File: src/rtl/accelerator_dnc_pkg.sv
// Shared types and constants for the DNC read-heads accelerator blocks.
package accelerator_dnc_pkg;

    typedef enum logic [2:0] {
        IDLE,
        KICK,
        FEED,
        DRAIN,
        FINISH,
        FAULT
    } state_t;

    localparam int unsigned THREE_DATA = 3;
    localparam logic        ZERO       = 1'b0;
    localparam logic        ONE        = 1'b1;

    localparam int unsigned     MODE_W    = 2;
    localparam logic [MODE_W-1:0] MODE_LAST = MODE_W'(THREE_DATA - 1);

endpackage

File: src/rtl/accelerator_read_modes_scheduler_if.sv
// Job control, upstream score stream, engine link and tagged result stream of the read-modes scheduler.
interface accelerator_read_modes_scheduler_if #(
    parameter int DATA_SIZE    = 64,
    parameter int CONTROL_SIZE = 64
);
    logic                    START;
    logic [DATA_SIZE-1:0]    SIZE_R_IN;
    logic                    BUSY;
    logic                    DONE;
    logic                    ERROR;
    logic                    PI_IN_VALID;
    logic                    PI_IN_READY;
    logic [DATA_SIZE-1:0]    PI_IN_DATA;
    logic                    ENGINE_START;
    logic                    ENGINE_READY;
    logic                    ENGINE_IN_I_ENABLE;
    logic                    ENGINE_IN_P_ENABLE;
    logic [DATA_SIZE-1:0]    ENGINE_PI_IN;
    logic                    ENGINE_OUT_I_ENABLE;
    logic                    ENGINE_OUT_P_ENABLE;
    logic [DATA_SIZE-1:0]    ENGINE_PI_OUT;
    logic                    PI_OUT_VALID;
    logic [DATA_SIZE-1:0]    PI_OUT_DATA;
    logic [CONTROL_SIZE-1:0] PI_OUT_HEAD;
    logic [1:0]              PI_OUT_MODE;

    modport master (
        input  START, SIZE_R_IN, PI_IN_VALID, PI_IN_DATA, ENGINE_READY,
               ENGINE_OUT_I_ENABLE, ENGINE_OUT_P_ENABLE, ENGINE_PI_OUT,
        output BUSY, DONE, ERROR, PI_IN_READY, ENGINE_START, ENGINE_IN_I_ENABLE,
               ENGINE_IN_P_ENABLE, ENGINE_PI_IN, PI_OUT_VALID, PI_OUT_DATA,
               PI_OUT_HEAD, PI_OUT_MODE
    );

    modport slave (
        output START, SIZE_R_IN, PI_IN_VALID, PI_IN_DATA, ENGINE_READY,
               ENGINE_OUT_I_ENABLE, ENGINE_OUT_P_ENABLE, ENGINE_PI_OUT,
        input  BUSY, DONE, ERROR, PI_IN_READY, ENGINE_START, ENGINE_IN_I_ENABLE,
               ENGINE_IN_P_ENABLE, ENGINE_PI_IN, PI_OUT_VALID, PI_OUT_DATA,
               PI_OUT_HEAD, PI_OUT_MODE
    );

endinterface

File: src/rtl/accelerator_read_modes_index_counter.sv
// (head, mode) walker: mode cycles 0..2, head advances on mode wrap; last flags (R-1, 2).
module accelerator_read_modes_index_counter
    import accelerator_dnc_pkg::*;
#(
    parameter int DATA_SIZE    = 64,
    parameter int CONTROL_SIZE = 64
) (
    input  logic                    clk_i,
    input  logic                    rst_i,
    input  logic                    clr_i,
    input  logic                    adv_i,
    input  logic [DATA_SIZE-1:0]    size_r_i,
    output logic [CONTROL_SIZE-1:0] head_o,
    output logic [MODE_W-1:0]       mode_o,
    output logic                    last_o
);
    // One spare bit so head+1 never wraps before the compare with R.
    localparam int CW = ((CONTROL_SIZE > DATA_SIZE) ? CONTROL_SIZE : DATA_SIZE) + 1;

    logic [CONTROL_SIZE-1:0] head_q, head_d;
    logic [MODE_W-1:0]       mode_q, mode_d;

    always_comb begin
        head_d = head_q;
        mode_d = mode_q;
        if (clr_i) begin
            head_d = '0;
            mode_d = '0;
        end else if (adv_i) begin
            if (mode_q == MODE_LAST) begin
                mode_d = '0;
                head_d = head_q + CONTROL_SIZE'(ONE);
            end else begin
                mode_d = mode_q + MODE_W'(ONE);
            end
        end
    end

    always_ff @(posedge clk_i) begin
        if (rst_i) begin
            head_q <= '0;
            mode_q <= '0;
        end else begin
            head_q <= head_d;
            mode_q <= mode_d;
        end
    end

    assign head_o = head_q;
    assign mode_o = mode_q;
    assign last_o = (mode_q == MODE_LAST) && ((CW'(head_q) + CW'(ONE)) == CW'(size_r_i));

endmodule

File: src/rtl/accelerator_read_modes_scheduler.sv
// Streams R x 3 read-mode scores into the shared softmax engine and tags its results with (head, mode).
module accelerator_read_modes_scheduler
    import accelerator_dnc_pkg::*;
#(
    parameter int DATA_SIZE    = 64,
    parameter int CONTROL_SIZE = 64,
    parameter int TIMEOUT      = 1024
) (
    input  logic CLK,
    input  logic RST,
    accelerator_read_modes_scheduler_if.master bus
);
    localparam int CNT_W = DATA_SIZE + 2;
    localparam int TW    = $clog2(TIMEOUT) + 1;

    state_t                  state_q;
    logic                    busy_q, done_q, err_q, in_ready_q;
    logic                    eng_start_q, eng_i_en_q, eng_p_en_q, out_vld_q;
    logic [DATA_SIZE-1:0]    eng_pi_q, out_data_q, r_q;
    logic [CONTROL_SIZE-1:0] out_head_q;
    logic [MODE_W-1:0]       out_mode_q;
    logic [CNT_W-1:0]        target_q, out_cnt_q;
    logic [TW-1:0]           idle_q;

    logic                    start_acc, in_xfer, res_en, mode_bad, all_out, overrun;
    logic                    complete_now, timeout_hit, fault_now, in_last, out_last;
    logic [CONTROL_SIZE-1:0] in_head_unused, out_head;
    logic [MODE_W-1:0]       in_mode, out_mode;

    accelerator_read_modes_index_counter #(
        .DATA_SIZE(DATA_SIZE), .CONTROL_SIZE(CONTROL_SIZE)
    ) u_in_cnt (
        .clk_i(CLK), .rst_i(RST), .clr_i(start_acc), .adv_i(in_xfer), .size_r_i(r_q),
        .head_o(in_head_unused), .mode_o(in_mode), .last_o(in_last)
    );

    accelerator_read_modes_index_counter #(
        .DATA_SIZE(DATA_SIZE), .CONTROL_SIZE(CONTROL_SIZE)
    ) u_out_cnt (
        .clk_i(CLK), .rst_i(RST), .clr_i(start_acc), .adv_i(res_en && !all_out), .size_r_i(r_q),
        .head_o(out_head), .mode_o(out_mode), .last_o(out_last)
    );

    assign start_acc    = (state_q == IDLE) && bus.START && !busy_q;
    assign in_xfer      = (state_q == FEED) && in_ready_q && bus.PI_IN_VALID;
    assign res_en       = ((state_q == FEED) || (state_q == DRAIN)) && bus.ENGINE_OUT_P_ENABLE;
    assign mode_bad     = res_en && (bus.ENGINE_OUT_I_ENABLE != (out_mode == '0));
    assign all_out      = (out_cnt_q == target_q);
    assign overrun      = res_en && all_out;
    // A result arriving together with ENGINE_READY counts toward completion.
    assign complete_now = all_out || (res_en && out_last);
    assign timeout_hit  = !res_en && !bus.ENGINE_READY && (idle_q == TW'(TIMEOUT - 1));
    assign fault_now    = ((state_q == FEED) && (mode_bad || overrun || bus.ENGINE_READY)) ||
                          ((state_q == DRAIN) && (mode_bad || overrun || timeout_hit ||
                                                  (bus.ENGINE_READY && !complete_now)));

    always_ff @(posedge CLK) begin
        if (RST) begin
            state_q     <= IDLE;
            busy_q      <= ZERO;
            done_q      <= ZERO;
            err_q       <= ZERO;
            in_ready_q  <= ZERO;
            eng_start_q <= ZERO;
            eng_i_en_q  <= ZERO;
            eng_p_en_q  <= ZERO;
            out_vld_q   <= ZERO;
            eng_pi_q    <= '0;
            out_data_q  <= '0;
            out_head_q  <= '0;
            out_mode_q  <= '0;
            r_q         <= '0;
            target_q    <= '0;
            out_cnt_q   <= '0;
            idle_q      <= '0;
        end else begin
            eng_start_q <= ZERO;
            eng_i_en_q  <= ZERO;
            eng_p_en_q  <= ZERO;
            out_vld_q   <= ZERO;
            done_q      <= ZERO;
            if (in_xfer) begin
                eng_pi_q   <= bus.PI_IN_DATA;
                eng_p_en_q <= ONE;
                eng_i_en_q <= (in_mode == '0);
            end
            if (res_en) begin
                out_vld_q  <= ONE;
                out_data_q <= bus.ENGINE_PI_OUT;
                out_head_q <= out_head;
                out_mode_q <= out_mode;
                if (!all_out) out_cnt_q <= out_cnt_q + CNT_W'(ONE);
            end
            if (fault_now) begin
                state_q    <= FAULT;
                err_q      <= ONE;
                in_ready_q <= ZERO;
                eng_i_en_q <= ZERO;
                eng_p_en_q <= ZERO;
                out_vld_q  <= ZERO;
            end else begin
                case (state_q)
                    IDLE: begin
                        // BUSY is still high on the DONE cycle, which masks a START there.
                        busy_q <= start_acc;
                        if (start_acc) begin
                            err_q     <= ZERO;
                            r_q       <= bus.SIZE_R_IN;
                            target_q  <= (CNT_W'(bus.SIZE_R_IN) << 1) + CNT_W'(bus.SIZE_R_IN);
                            out_cnt_q <= '0;
                            idle_q    <= '0;
                            if (bus.SIZE_R_IN == '0) begin
                                state_q <= FINISH;
                            end else begin
                                state_q     <= KICK;
                                eng_start_q <= ONE;
                            end
                        end
                    end
                    KICK: begin
                        state_q    <= FEED;
                        in_ready_q <= ONE;
                    end
                    FEED: begin
                        if (in_xfer && in_last) begin
                            state_q    <= DRAIN;
                            in_ready_q <= ZERO;
                            idle_q     <= '0;
                        end
                    end
                    DRAIN: begin
                        if (res_en || bus.ENGINE_READY) idle_q <= '0;
                        else                            idle_q <= idle_q + TW'(ONE);
                        if (bus.ENGINE_READY) state_q <= FINISH;
                    end
                    FINISH: begin
                        done_q  <= ONE;
                        state_q <= IDLE;
                    end
                    FAULT: begin
                        busy_q  <= ZERO;
                        state_q <= IDLE;
                    end
                    default: state_q <= IDLE;
                endcase
            end
        end
    end

    assign bus.BUSY               = busy_q;
    assign bus.DONE               = done_q;
    assign bus.ERROR              = err_q;
    assign bus.PI_IN_READY        = in_ready_q;
    assign bus.ENGINE_START       = eng_start_q;
    assign bus.ENGINE_IN_I_ENABLE = eng_i_en_q;
    assign bus.ENGINE_IN_P_ENABLE = eng_p_en_q;
    assign bus.ENGINE_PI_IN       = eng_pi_q;
    assign bus.PI_OUT_VALID       = out_vld_q;
    assign bus.PI_OUT_DATA        = out_data_q;
    assign bus.PI_OUT_HEAD        = out_head_q;
    assign bus.PI_OUT_MODE        = out_mode_q;

endmodule

File: src/flat_wrapper.sv
// flat-port wrapper written by rule: the top's interface ports become plain ports
module accelerator_read_modes_scheduler_flat import accelerator_dnc_pkg::*;
#(
    parameter int DATA_SIZE    = 64,
    parameter int CONTROL_SIZE = 64,
    parameter int TIMEOUT      = 1024
)
  (CLK, RST, bus_START, bus_SIZE_R_IN, bus_PI_IN_VALID, bus_PI_IN_DATA, bus_ENGINE_READY, bus_ENGINE_OUT_I_ENABLE, bus_ENGINE_OUT_P_ENABLE, bus_ENGINE_PI_OUT, bus_BUSY, bus_DONE, bus_ERROR, bus_PI_IN_READY, bus_ENGINE_START, bus_ENGINE_IN_I_ENABLE, bus_ENGINE_IN_P_ENABLE, bus_ENGINE_PI_IN, bus_PI_OUT_VALID, bus_PI_OUT_DATA, bus_PI_OUT_HEAD, bus_PI_OUT_MODE);
  accelerator_read_modes_scheduler_if #(.DATA_SIZE(DATA_SIZE), .CONTROL_SIZE(CONTROL_SIZE)) bus_i ();
  input  logic CLK;
  input  logic RST;
  input wire logic [$bits(bus_i.START)-1:0] bus_START;
  input wire logic [$bits(bus_i.SIZE_R_IN)-1:0] bus_SIZE_R_IN;
  input wire logic [$bits(bus_i.PI_IN_VALID)-1:0] bus_PI_IN_VALID;
  input wire logic [$bits(bus_i.PI_IN_DATA)-1:0] bus_PI_IN_DATA;
  input wire logic [$bits(bus_i.ENGINE_READY)-1:0] bus_ENGINE_READY;
  input wire logic [$bits(bus_i.ENGINE_OUT_I_ENABLE)-1:0] bus_ENGINE_OUT_I_ENABLE;
  input wire logic [$bits(bus_i.ENGINE_OUT_P_ENABLE)-1:0] bus_ENGINE_OUT_P_ENABLE;
  input wire logic [$bits(bus_i.ENGINE_PI_OUT)-1:0] bus_ENGINE_PI_OUT;
  output wire logic [$bits(bus_i.BUSY)-1:0] bus_BUSY;
  output wire logic [$bits(bus_i.DONE)-1:0] bus_DONE;
  output wire logic [$bits(bus_i.ERROR)-1:0] bus_ERROR;
  output wire logic [$bits(bus_i.PI_IN_READY)-1:0] bus_PI_IN_READY;
  output wire logic [$bits(bus_i.ENGINE_START)-1:0] bus_ENGINE_START;
  output wire logic [$bits(bus_i.ENGINE_IN_I_ENABLE)-1:0] bus_ENGINE_IN_I_ENABLE;
  output wire logic [$bits(bus_i.ENGINE_IN_P_ENABLE)-1:0] bus_ENGINE_IN_P_ENABLE;
  output wire logic [$bits(bus_i.ENGINE_PI_IN)-1:0] bus_ENGINE_PI_IN;
  output wire logic [$bits(bus_i.PI_OUT_VALID)-1:0] bus_PI_OUT_VALID;
  output wire logic [$bits(bus_i.PI_OUT_DATA)-1:0] bus_PI_OUT_DATA;
  output wire logic [$bits(bus_i.PI_OUT_HEAD)-1:0] bus_PI_OUT_HEAD;
  output wire logic [$bits(bus_i.PI_OUT_MODE)-1:0] bus_PI_OUT_MODE;
  assign bus_i.START = bus_START;
  assign bus_i.SIZE_R_IN = bus_SIZE_R_IN;
  assign bus_i.PI_IN_VALID = bus_PI_IN_VALID;
  assign bus_i.PI_IN_DATA = bus_PI_IN_DATA;
  assign bus_i.ENGINE_READY = bus_ENGINE_READY;
  assign bus_i.ENGINE_OUT_I_ENABLE = bus_ENGINE_OUT_I_ENABLE;
  assign bus_i.ENGINE_OUT_P_ENABLE = bus_ENGINE_OUT_P_ENABLE;
  assign bus_i.ENGINE_PI_OUT = bus_ENGINE_PI_OUT;
  assign bus_BUSY = bus_i.BUSY;
  assign bus_DONE = bus_i.DONE;
  assign bus_ERROR = bus_i.ERROR;
  assign bus_PI_IN_READY = bus_i.PI_IN_READY;
  assign bus_ENGINE_START = bus_i.ENGINE_START;
  assign bus_ENGINE_IN_I_ENABLE = bus_i.ENGINE_IN_I_ENABLE;
  assign bus_ENGINE_IN_P_ENABLE = bus_i.ENGINE_IN_P_ENABLE;
  assign bus_ENGINE_PI_IN = bus_i.ENGINE_PI_IN;
  assign bus_PI_OUT_VALID = bus_i.PI_OUT_VALID;
  assign bus_PI_OUT_DATA = bus_i.PI_OUT_DATA;
  assign bus_PI_OUT_HEAD = bus_i.PI_OUT_HEAD;
  assign bus_PI_OUT_MODE = bus_i.PI_OUT_MODE;
  accelerator_read_modes_scheduler #(.DATA_SIZE(DATA_SIZE), .CONTROL_SIZE(CONTROL_SIZE), .TIMEOUT(TIMEOUT)) u_core (.CLK(CLK), .RST(RST), .bus(bus_i));
endmodule
File: config.mk
export PLATFORM = sky130hd
export DESIGN_NAME = accelerator_read_modes_scheduler_flat
export DESIGN_NICKNAME = d
export VERILOG_FILES = /design/src/rtl/accelerator_dnc_pkg.sv /design/src/rtl/accelerator_read_modes_scheduler_if.sv /design/src/rtl/accelerator_read_modes_index_counter.sv /design/src/rtl/accelerator_read_modes_scheduler.sv /design/src/flat_wrapper.sv
export SDC_FILE = /design/constraint.sdc
export NUM_CORES = 1
export LEC_CHECK = 0
export ABC_AREA = 1
export BUFFER_PORTS_ARGS = -buffer_cell sky130_fd_sc_hd__buf_2
export CELL_PAD_IN_SITES_DETAIL_PLACEMENT = 0
export CELL_PAD_IN_SITES_GLOBAL_PLACEMENT = 1
export CORE_MARGIN = 10
export CORE_UTILIZATION = 39
export CTS_BUF_LIST = sky130_fd_sc_hd__clkbuf_8
export CTS_CLUSTER_DIAMETER = 200
export DETAILED_ROUTE_END_ITERATION = 16
export HOLD_SLACK_MARGIN = 0.03
export PLACE_DENSITY = 0.76
export SLEW_MARGIN = 10
export SYNTH_ARGS = -nofsm -noshare
export SYNTH_HDL_FRONTEND = slang
export SYNTH_SLANG_ARGS = --single-unit
File: constraint.sdc
create_clock -name CLK -period 2.7 [get_ports CLK]
set_input_delay 0.27 -clock CLK [delete_from_list [all_inputs] [get_ports CLK]]
set_output_delay 0.27 -clock CLK [all_outputs]
set_load 0.02 [all_outputs]
Word-level counts from Yosys, hierarchy flattened
Index checks and enable logic that the tools add are counted.

word-level totals
  bits in registers = 544
  memory bits (read-only) = 0
  bits in latches = 0
  memories = 0
  logic and storage cells = 132
  output and inout port bits = 202
  RAM bits = 0

cells by class
  multiply operators = 0
  bitwise gates (word level) = 4
  reduce and logical (&&, ||, !) cells = 52
  div/mod/pow operators = 0
  multiplexer cells = 27
  add/sub/neg operators = 9
  equality and inequality tests = 18
  shift-type cells = 0
  $lt $le $gt $ge = 0

operators with widths
  cell                                                                     number
  66-bit 2-to-1 mux                                                        5
  64-bit by 1-bit adder with 65-bit output, second input constant          2
  65-bit by 64-bit equality test with 1-bit output                         2
  64-bit by 1-bit adder with 64-bit output, second input constant          2
  65-bit by 64-bit adder with 66-bit output                                1
  66-bit by 1-bit adder with 66-bit output, second input constant          1
  66-bit equality test                                                     1
  64-bit zero test                                                         1
  11-bit 2-to-1 mux                                                        3
  11-bit one-hot mux with 3 select lines                                   1
  1-bit logical AND                                                        17
  3-bit 2-to-1 mux                                                         5
  3-bit one-hot mux with 4 select lines                                    1
  11-bit by 1-bit adder with 11-bit output, second input constant          1
  11-bit by 10-bit equality test with 1-bit output, second input constant  1
  2-bit AND reduction                                                      5
  3-bit AND reduction                                                      3
  1-bit logical OR                                                         8
  1-bit 2-to-1 mux                                                         8
  2-bit nonzero test                                                       4
  3-bit by 2-bit equality test with 1-bit output, second input constant    2
  3-bit equality test, second input constant                               2
  3-bit by 2-bit inequality test with 1-bit output, second input constant  2
  1-bit zero test                                                          5
  17 further kinds                                                         27

Depth between registers and ports, before layout
Gate-level depths: netlist (run 1).

  word-level depth = 12
  mapped depth = 25
  depth with buffers taken out = 24

Modules after synthesis
From an unflattened synthesis (run 1), not the netlist that was laid out.

second synthesis, totals
  cells, all modules = 5613
  area total of the unflattened synthesis = 34849.7 sq um

by module, submodules not included
  module                                instances  cells each  area each (sq um)  seq. area each (sq um)
  accelerator_read_modes_scheduler      1          3455        22760.6            8227.9
  accelerator_read_modes_index_counter  2          1079        6044.5             1321.3

Least setup slack after synthesis (run 1)
OpenSTA, ideal clock, no wires.

  kind = reg-to-reg
  start point = register u_core.u_in_cnt.head_q[0] (netlist: u_core.u_in_cnt.head_o[0])
  end point = register u_core.idle_q[1]
  stages on the path, launching flop included = 22
  data required time = 2590 ps
  setup time = 110 ps
  buffers on the path = 1
  data arrival time = 2498 ps
  path slack = 92 ps
  cell sequence = dfxtp_1 ha_1 nand3_2 inv_2 nand2_2 nor2_4 nand3_2 nor2_1 nor2_1 nor2_1 nand2_1 nand2_1 nand2_1 nor2_1 nand3_1 nor2_2 nor2_1 nor2_2 buf_2 nand4_1 nand2_1 nor2_1

on the way
  cells in the longest elaborated chain, start to end = 6

RTL lines
  element                                           RTL line                                    RTL
  from (decl)                                       accelerator_read_modes_index_counter.sv:20  logic [CONTROL_SIZE-1:0] head_q, head_d;
  from (signal assigned)                            accelerator_read_modes_index_counter.sv:41  head_q <= '0;
  from (signal assigned)                            accelerator_read_modes_index_counter.sv:44  head_q <= head_d;
  64-bit by 1-bit adder with 65-bit output          accelerator_read_modes_index_counter.sv:51  assign last_o = (mode_q == MODE_LAST) && ((CW'(head_q) + CW'(ONE)) == CW'(size_r_i));
  65-bit by 64-bit equality test with 1-bit output  accelerator_read_modes_index_counter.sv:51
  1-bit logical AND                                 accelerator_read_modes_index_counter.sv:51
  1-bit logical AND                                 accelerator_read_modes_scheduler.sv:125     if (in_xfer && in_last) begin
  2-bit inequality test (no source line)            -
  4-bit AND reduction (no source line)              -
  to (signal assigned)                              accelerator_read_modes_scheduler.sv:133     else idle_q <= idle_q + TW'(ONE);
  to (decl)                                         accelerator_read_modes_scheduler.sv:23      logic [TW-1:0] idle_q;

Every way passes these cells.
A chain may end at the register's enable or synchronous reset.

Worst setup path after layout (run 1)
  start point = register u_core.u_in_cnt.head_q[1] (netlist: u_core.u_in_cnt.head_o[1])
  end point = register u_core.idle_q[6]

Same word-level chain as after synthesis.

==> impl_metrics.toml, run 1 <==
[synthesis]
syn_area_per_cell_um2 = 6.42
synthFlopType = "dfxtp_1"
synth-seq-area-share_pct = 33.4
syn-num-nets = 5371
ys_top_cells_by_area = "dfxtp_1 (33%), nand2_1 (14%), nor2_1 (8.3%), a21oi_1 (6.9%), inv_1 (6.9%)"
synth_top_cell_area_share_pct = 33.4
yosysMostFrequentCell = "nand2_1"
ys_ff_latch = 543
async_reset_ff_share_pct = 0
yosys_warnings = 0
synthTopCellsByCount = "nand2_1 (1,236), nor2_1 (717), inv_1 (597)"
syn_inst = 5070
synth_top_area_cell = "dfxtp_1"
synth_cell_type_count = 50
synth_area_mm2 = 0.0325
synth_edf_count = 0

[setup_path]
crit_path_top_delay_cell = "dfxtp_2"
timing.rr.end = "u_core.idle_q[6]"
cp_cell_sequence = "buf_6, nand3_4, buf_6, nor2_4, buf_6, nand4_1, nor2_1, buf_4, nand4_1, nand3_1, nand4_1, nor2_4, nand3_4, nor2_4, nor2_4, nor2_4, nand3_4, nand2_1, inv_1, nor2_1"
r2r_slack_ps = -360
crit_arrival_ps = 3730
path_delay_family = "simple AND/OR/NAND/NOR gates"
max_stage_delay_ps = 350
reg2reg_from = "u_core.u_in_cnt.head_o[1]"
required_ps = 3370
critPathMaxFanout = 6
path_buf_inv = 5
r2r_cells = 20
cp_common_cell = "nor2_4"
worst-setup-path-type = "reg2reg"
end_kind = "register"
start_kind = "register"

[worst_hold_path]
holdPathEnd = "u_core.target_q[2]"
hold_path_class = "in2reg"
hold_path.startpoint = "bus_SIZE_R_IN[1]"
holdPathStages = 4

[global_routing]
grt_pass1_wl_um = 221000
overflow = 0
grt_util_all_layers_pct = 29.8
grt_max_degree = 159
first_global_vias = 37700
grt_antenna_before_repair = 3

[run]
cap_violations = 0

[power_and_ir_drop]
power.density_mw_per_mm2 = 573
p_total_uw = 27800
p_leak_uw = 0.0222
max-vdd-ir-drop_mv = 0.553

[clock_tree]
clockRootBuffer = "clkbuf_8"
h-tree-depth = 3
ctsLongestPathBuffers = 3
cts_sinks = 543
cts_buffers = 99
clk_pin_slew_ps = 60
clock_latency_ps = 760
cts_tree = "yes"

[floorplan]
die_area_mm2 = 0.0954
dieWidth_um = 309
core_area_mm2 = 0.0824
boundaryPins = 401
initial_utilization_pct = 39.5
die_h_um = 309
num_rows = 105

[drt]
routed_wl_um = 150000
ant_nets = 0
vias_per_cell = 5.07
drt_iter0_markers = 3164
m1WireLength_um = 63700
drc = 0
via_count = 39200
drtPass1Iterations = 6
wl_met3_um = 7660
top_layer = "met4"
wl_met2_um = 71200
routedWlPerCell_um = 19.3

[placed_design]
gp_congestion = 0.984
io_buffer_count = 400
dp_slack_ps = -656
dpl_cell_area_mm2 = 0.0427
dp_hpwl_um = 117000

[sta]
fmax_ghz = 0.327
worst_pin_slew_ps = 847
rsz0062_at_grt = "true"
setup_viol = 20
slew_viol_final = 0
finalCritPeriodShare_pct = 113
skew_ps = 61.4
relSlewSlack_pct = 43.5
finalHoldViolCount = 0
fin_crit_ps = 3060
setup_ws_ps = -355

[final_layout]
syn_to_final_growth_pct = 49.4
nets = 6889
design_area_mm2 = 0.0486
drive_gt1_share_pct = 29.9

[status]
failed_checks = "setup timing"
status = "finished, violations left"
cells in the final DEF, fill, tap and decap left out, drive strengths merged, types with 125 or more instances in the layout:
| cell | synthesis | layout |
|---|---|---|
| dfxtp | 543 | 543 |
| a21oi | 450 | 450 |
| nand2 | 1243 | 1243 |
| inv | 602 | 633 |
| clkbuf | 150 | 125 |
| dlygate4sd3 | 0 | 193 |
| buf | 18 | 1389 |
| nor2 | 738 | 738 |
| o21ai | 421 | 421 |
| nand3 | 241 | 242 |
flip-flops by register name, summed over array words and instances (netlist names), 2 cells and up:
name,flops
u_core.u_out_cnt.mode_o,2
u_core.target_q,66
u_core.state_q,3
u_core.out_cnt_q,66
u_core.u_in_cnt.head_o,64
u_core.bus.PI_OUT_MODE,2
u_core.bus.PI_OUT_DATA,64
u_core.bus.ENGINE_PI_IN,64
u_core.idle_q,11
u_core.u_out_cnt.head_o,64
u_core.r_q,63
u_core.u_in_cnt.mode_o,2
u_core.bus.PI_OUT_HEAD,64
power by group:
part / total [uW] / switching, uW / internal (uW) / leakage (uW)
registers: 10200 / 1100 / 9060 / 0.00443
clock network: 8250 / 3780 / 4470 / 0.00115
logic: 9430 / 5820 / 3610 / 0.0166
total: 27800 / 10700 / 17100 / 0.0222
metrics by stage:
step	utilization, %	hold slack [ps]	cells	setup TNS [ps]
floorplan	-	405	5070	0
finish	59.0	71.1	7731	-5880
global placement	51.8	449	7332	-22220
CTS	57.4	31.3	7705	-5860
global route	59.0	69.1	7728	-11080
detailed placement	51.8	452	7332	-21690
worst min-delay path: cells and delay by family:
family	cells	cell delay [ps]
adders and majority gates	1	170
AOI/OAI and AO/OA	1	50
buffers and inverters	2	220
layer usage:
| layer | track usage (%) | vias to the layer above |
|---|---|---|
| li1 | - | 19500 |
| met1 | 37.6 | 18100 |
| met2 | 51.1 | 1211 |
| met3 | 3.04 | 319 |
| met4 | 13.0 | 0 |
| met5 | 0 | - |
worst max path at each step:
stage	from	to	slack [ps]	cells after the start
global placement	u_core.u_in_cnt.head_o[2]	u_core.idle_q[7]	-640	20
detailed placement	u_core.u_in_cnt.head_o[2]	u_core.idle_q[3]	-660	20
global route	u_core.u_in_cnt.head_o[3]	u_core.idle_q[6]	-510	22
floorplan	u_core.u_in_cnt.head_o[0]	u_core.idle_q[1]	90	21
CTS	u_core.u_in_cnt.head_o[0]	u_core.idle_q[10]	-400	22
finish	u_core.u_in_cnt.head_o[1]	u_core.idle_q[6]	-360	20
timing repair:
action                     4_1_cts  5_1_grt
hold buffers                   193        0
setup buffers                    9       23
gates cloned                     2        1
hold endpoints to repair       197        0
pin swaps                       35      118
setup endpoints to repair       41       70
gates resized for setup        175      366
cell families after synthesis:
logic type / count (synthesis) / share of synthesized area [%]
AND/OR/NAND/NOR: 2492 / 32.0
buffers and inverters: 772 / 8.95
flip-flops: 543 / 33.4
XOR/XNOR: 176 / 5.76
AO/OA/AOI/OAI: 985 / 16.0
adder cells (fa/ha/maj): 102 / 3.94
cell type report:
cell class	instances	area [um2]
clock buffers	123	1690
well taps	1070	1340
diodes	5	12.5
inverters	604	2280
repair buffers	1584	11700
fillers	8105	33800
multi-input cells	3756	20300
clock inverters	46	332
flip-flops and latches	543	10900
No activity file was read; power rests on OpenSTA's default activity.
==> run 2, diff against run 1 <==
- CAP_MARGIN: default -> 25
- CORE_ASPECT_RATIO: default -> 0.5
- CORE_UTILIZATION: 39 -> 43
- PLACE_DENSITY: 0.76 -> 0.79
- clock period: 2.7 -> 3 ns (I/O delays scaled with it)
==> run 2 against run 1 <==
Against the previous run:
- the run still ends with setup timing left
- total power shrank 12%
- first-iteration DRC count grew 11%
- largest power group unchanged
- critical path depth up 1
- maximum frequency about the same
==> impl_metrics.toml, run 2 (same netlist as run 1, synthesis figures left out) <==
[floorplan]
initial_utilization_pct = 43.4
num_rows = 71
core_area_mm2 = 0.0751
dieWidth_um = 409
die_h_um = 215
boundaryPins = 401
die_area_mm2 = 0.0877

[final_layout]
layout_common_cells = "nand2_1 (1,149), buf_4 (617), inv_1 (604), nor2_1 (584), dfxtp_1 (479)"
nets = 6538
final_common_cell = "nand2_1"
syn_to_final_growth_pct = 40.4
fillers = 7106
top_regs = "u_core.out_cnt_q (66), u_core.target_q (66)"
final_cells = 7333
seq_area_mm2 = 0.0110
design_area_mm2 = 0.0457
multiInputGateArea_mm2 = 0.0200
drive_gt1_share_pct = 25.5

[worst_hold_path]
hold_path_class = "in2reg"

[sta]
setup_viol = 12
relSlewSlack_pct = 39.5
skew_ps = 57.1
fin_crit_ps = 3050
finalHoldViolCount = 0
rsz0062_at_grt = "true"
slew_viol_final = 0
finalCritPeriodShare_pct = 102
setup_ws_ps = -53.7
fmax_ghz = 0.327
worst_pin_slew_ps = 907
tns_ps = -287

[clock_tree]
h-tree-depth = 3
cts_buffers = 84
clock_latency_ps = 790
clk_pin_slew_ps = 70
cts_sinks = 543
cts_tree = "yes"
ctsLongestPathBuffers = 3
clockRootBuffer = "clkbuf_8"

[drt]
routed_wl_um = 146000
drtPass1Iterations = 6
ant_nets = 0
via_count = 38500
routedWlPerCell_um = 19.9
drc = 0
vias_per_cell = 5.25
drt_iter0_markers = 3524

[global_routing]
grt_max_degree = 184
first_global_vias = 36100
grt_pass1_wl_um = 216000
grt_util_all_layers_pct = 31.5
overflow = 0
grt_antenna_before_repair = 5

[power_and_ir_drop]
power.density_mw_per_mm2 = 536
max-vdd-ir-drop_mv = 0.462
p_total_uw = 24500
p_comb_share_pct = 32.7
p_int_uw = 14900
seqPwrFrac_pct = 37.9
p_clk_share_pct = 29.5
power.switching_uw = 9590
p_sw_share_pct = 39.1
p_leak_uw = 0.0205

[setup_path]
worst-setup-path-type = "reg2reg"
max_stage_delay_ps = 370
path_delay_family = "simple AND/OR/NAND/NOR gates"
end_kind = "register"
required_ps = 3710
cp_cell_sequence = "nand2_2, nor2_4, buf_4, nand2_2, nor2_4, buf_4, buf_4, nand4_1, nand3b_1, nand4_1, nor2_1, nand2_1, nor2_1, nand2_1, nor2_4, nor2_4, nor2_4, nand3_4, nand2_1, inv_1, nor2_1"
cp_common_cell = "nor2_4"
crit_path_top_delay_cell = "dfxtp_2"
crit_arrival_ps = 3760
path_buf_inv = 4
start_kind = "register"
critPathMaxFanout = 6

[placed_design]
dp_hpwl_um = 113000
gp_congestion = 0.985
dp_slack_ps = -389
placed_cells = 6937
io_buffer_count = 400
dpl_cell_area_mm2 = 0.0400

[status]
status = "finished, violations left"
failed_checks = "setup timing"

[run]
cap_violations = 0
## run 2: cell types whose count changed in the layout (fill, tap and decap cells not counted), sizes merged
cell / before / now
buf: 1389 / 1055
bufinv: 4 / 5
clkbuf: 125 / 114
clkinv: 12 / 10
clkinvlp: 1 / 0
inv: 633 / 630
## run 2: what timing repair did
action / in CTS / in global routing
pin swaps: 57 / 102
endpoints found under the setup margin: 20 / 40
hold buffers: 193 / 0
resized for setup: 208 / 284
endpoints found under the hold margin: 195 / 0
gates cloned: 2 / 0
buffers inserted: 18 / 26
## run 2: worst register-to-register path, cell delays in order, from the launching register on
cell      delay, ps
dfxtp_2         370
nand2_2         110
nor2_4          140
buf_4           120
nand2_2         100
nor2_4          160
buf_4           130
buf_4            90
nand4_1         110
nand3b_1        240
nand4_1         110
nor2_1          100
nand2_1         100
nor2_1           90
nand2_1          80
nor2_4          210
nor2_4           70
nor2_4          210
nand3_4         170
nand2_1         130
inv_1            40
nor2_1           90
## run 2: final cells by class
| cell class | count | share of cell area [%] |
|---|---|---|
| flip-flops and latches | 543 | 24.0 |
| repair buffers | 1248 | 20.0 |
| clock buffers | 114 | 3.43 |
| multi-input cells | 3756 | 43.9 |
| well taps | 1022 | 2.80 |
| diodes | 5 | 0.0274 |
| inverters | 604 | 5.01 |
| clock inverters | 41 | 0.770 |
## run 2: path summary, 6_finish.rpt
kind	start	end	slack, ps	cells after the start
setup reg to reg	u_core.u_in_cnt.head_o[8]	u_core.idle_q[1]	-50	21
hold reg to reg	u_core.bus.PI_OUT_DATA[8]	u_core.bus.PI_OUT_DATA[8]	460	2
setup / recovery	u_core.u_in_cnt.head_o[8]	u_core.idle_q[1]	-50	21
hold / removal	bus_PI_IN_VALID	u_core.u_in_cnt.mode_o[1]	130	6
## run 2: power groups by stage
stage	clock [uW]	sequential, uW	combinational [uW]
floorplan	0	9140	4350
global placement	0	9310	7140
detailed placement	0	9330	7200
CTS	7320	9180	7690
global route	7650	9310	8790
finish	7220	9280	8010
## run 2: routing by layer
layer  part of all wire [%]  vias to the layer above  track usage, %
met3                    9.2                      246            8.02
met2                     42                     1552            47.8
met5                      0                        -               0
li1                       -                    18800               -
met4                    3.2                        0            10.0
met1                     45                    17900            43.3
## run 2: metrics by stage
stage / hold slack, ps / util (%)
detailed placement: 452 / 53.3
global route: 132 / 60.9
CTS: 51.9 / 59.5
finish: 132 / 60.9
global placement: 448 / 53.3
floorplan: 435 / -
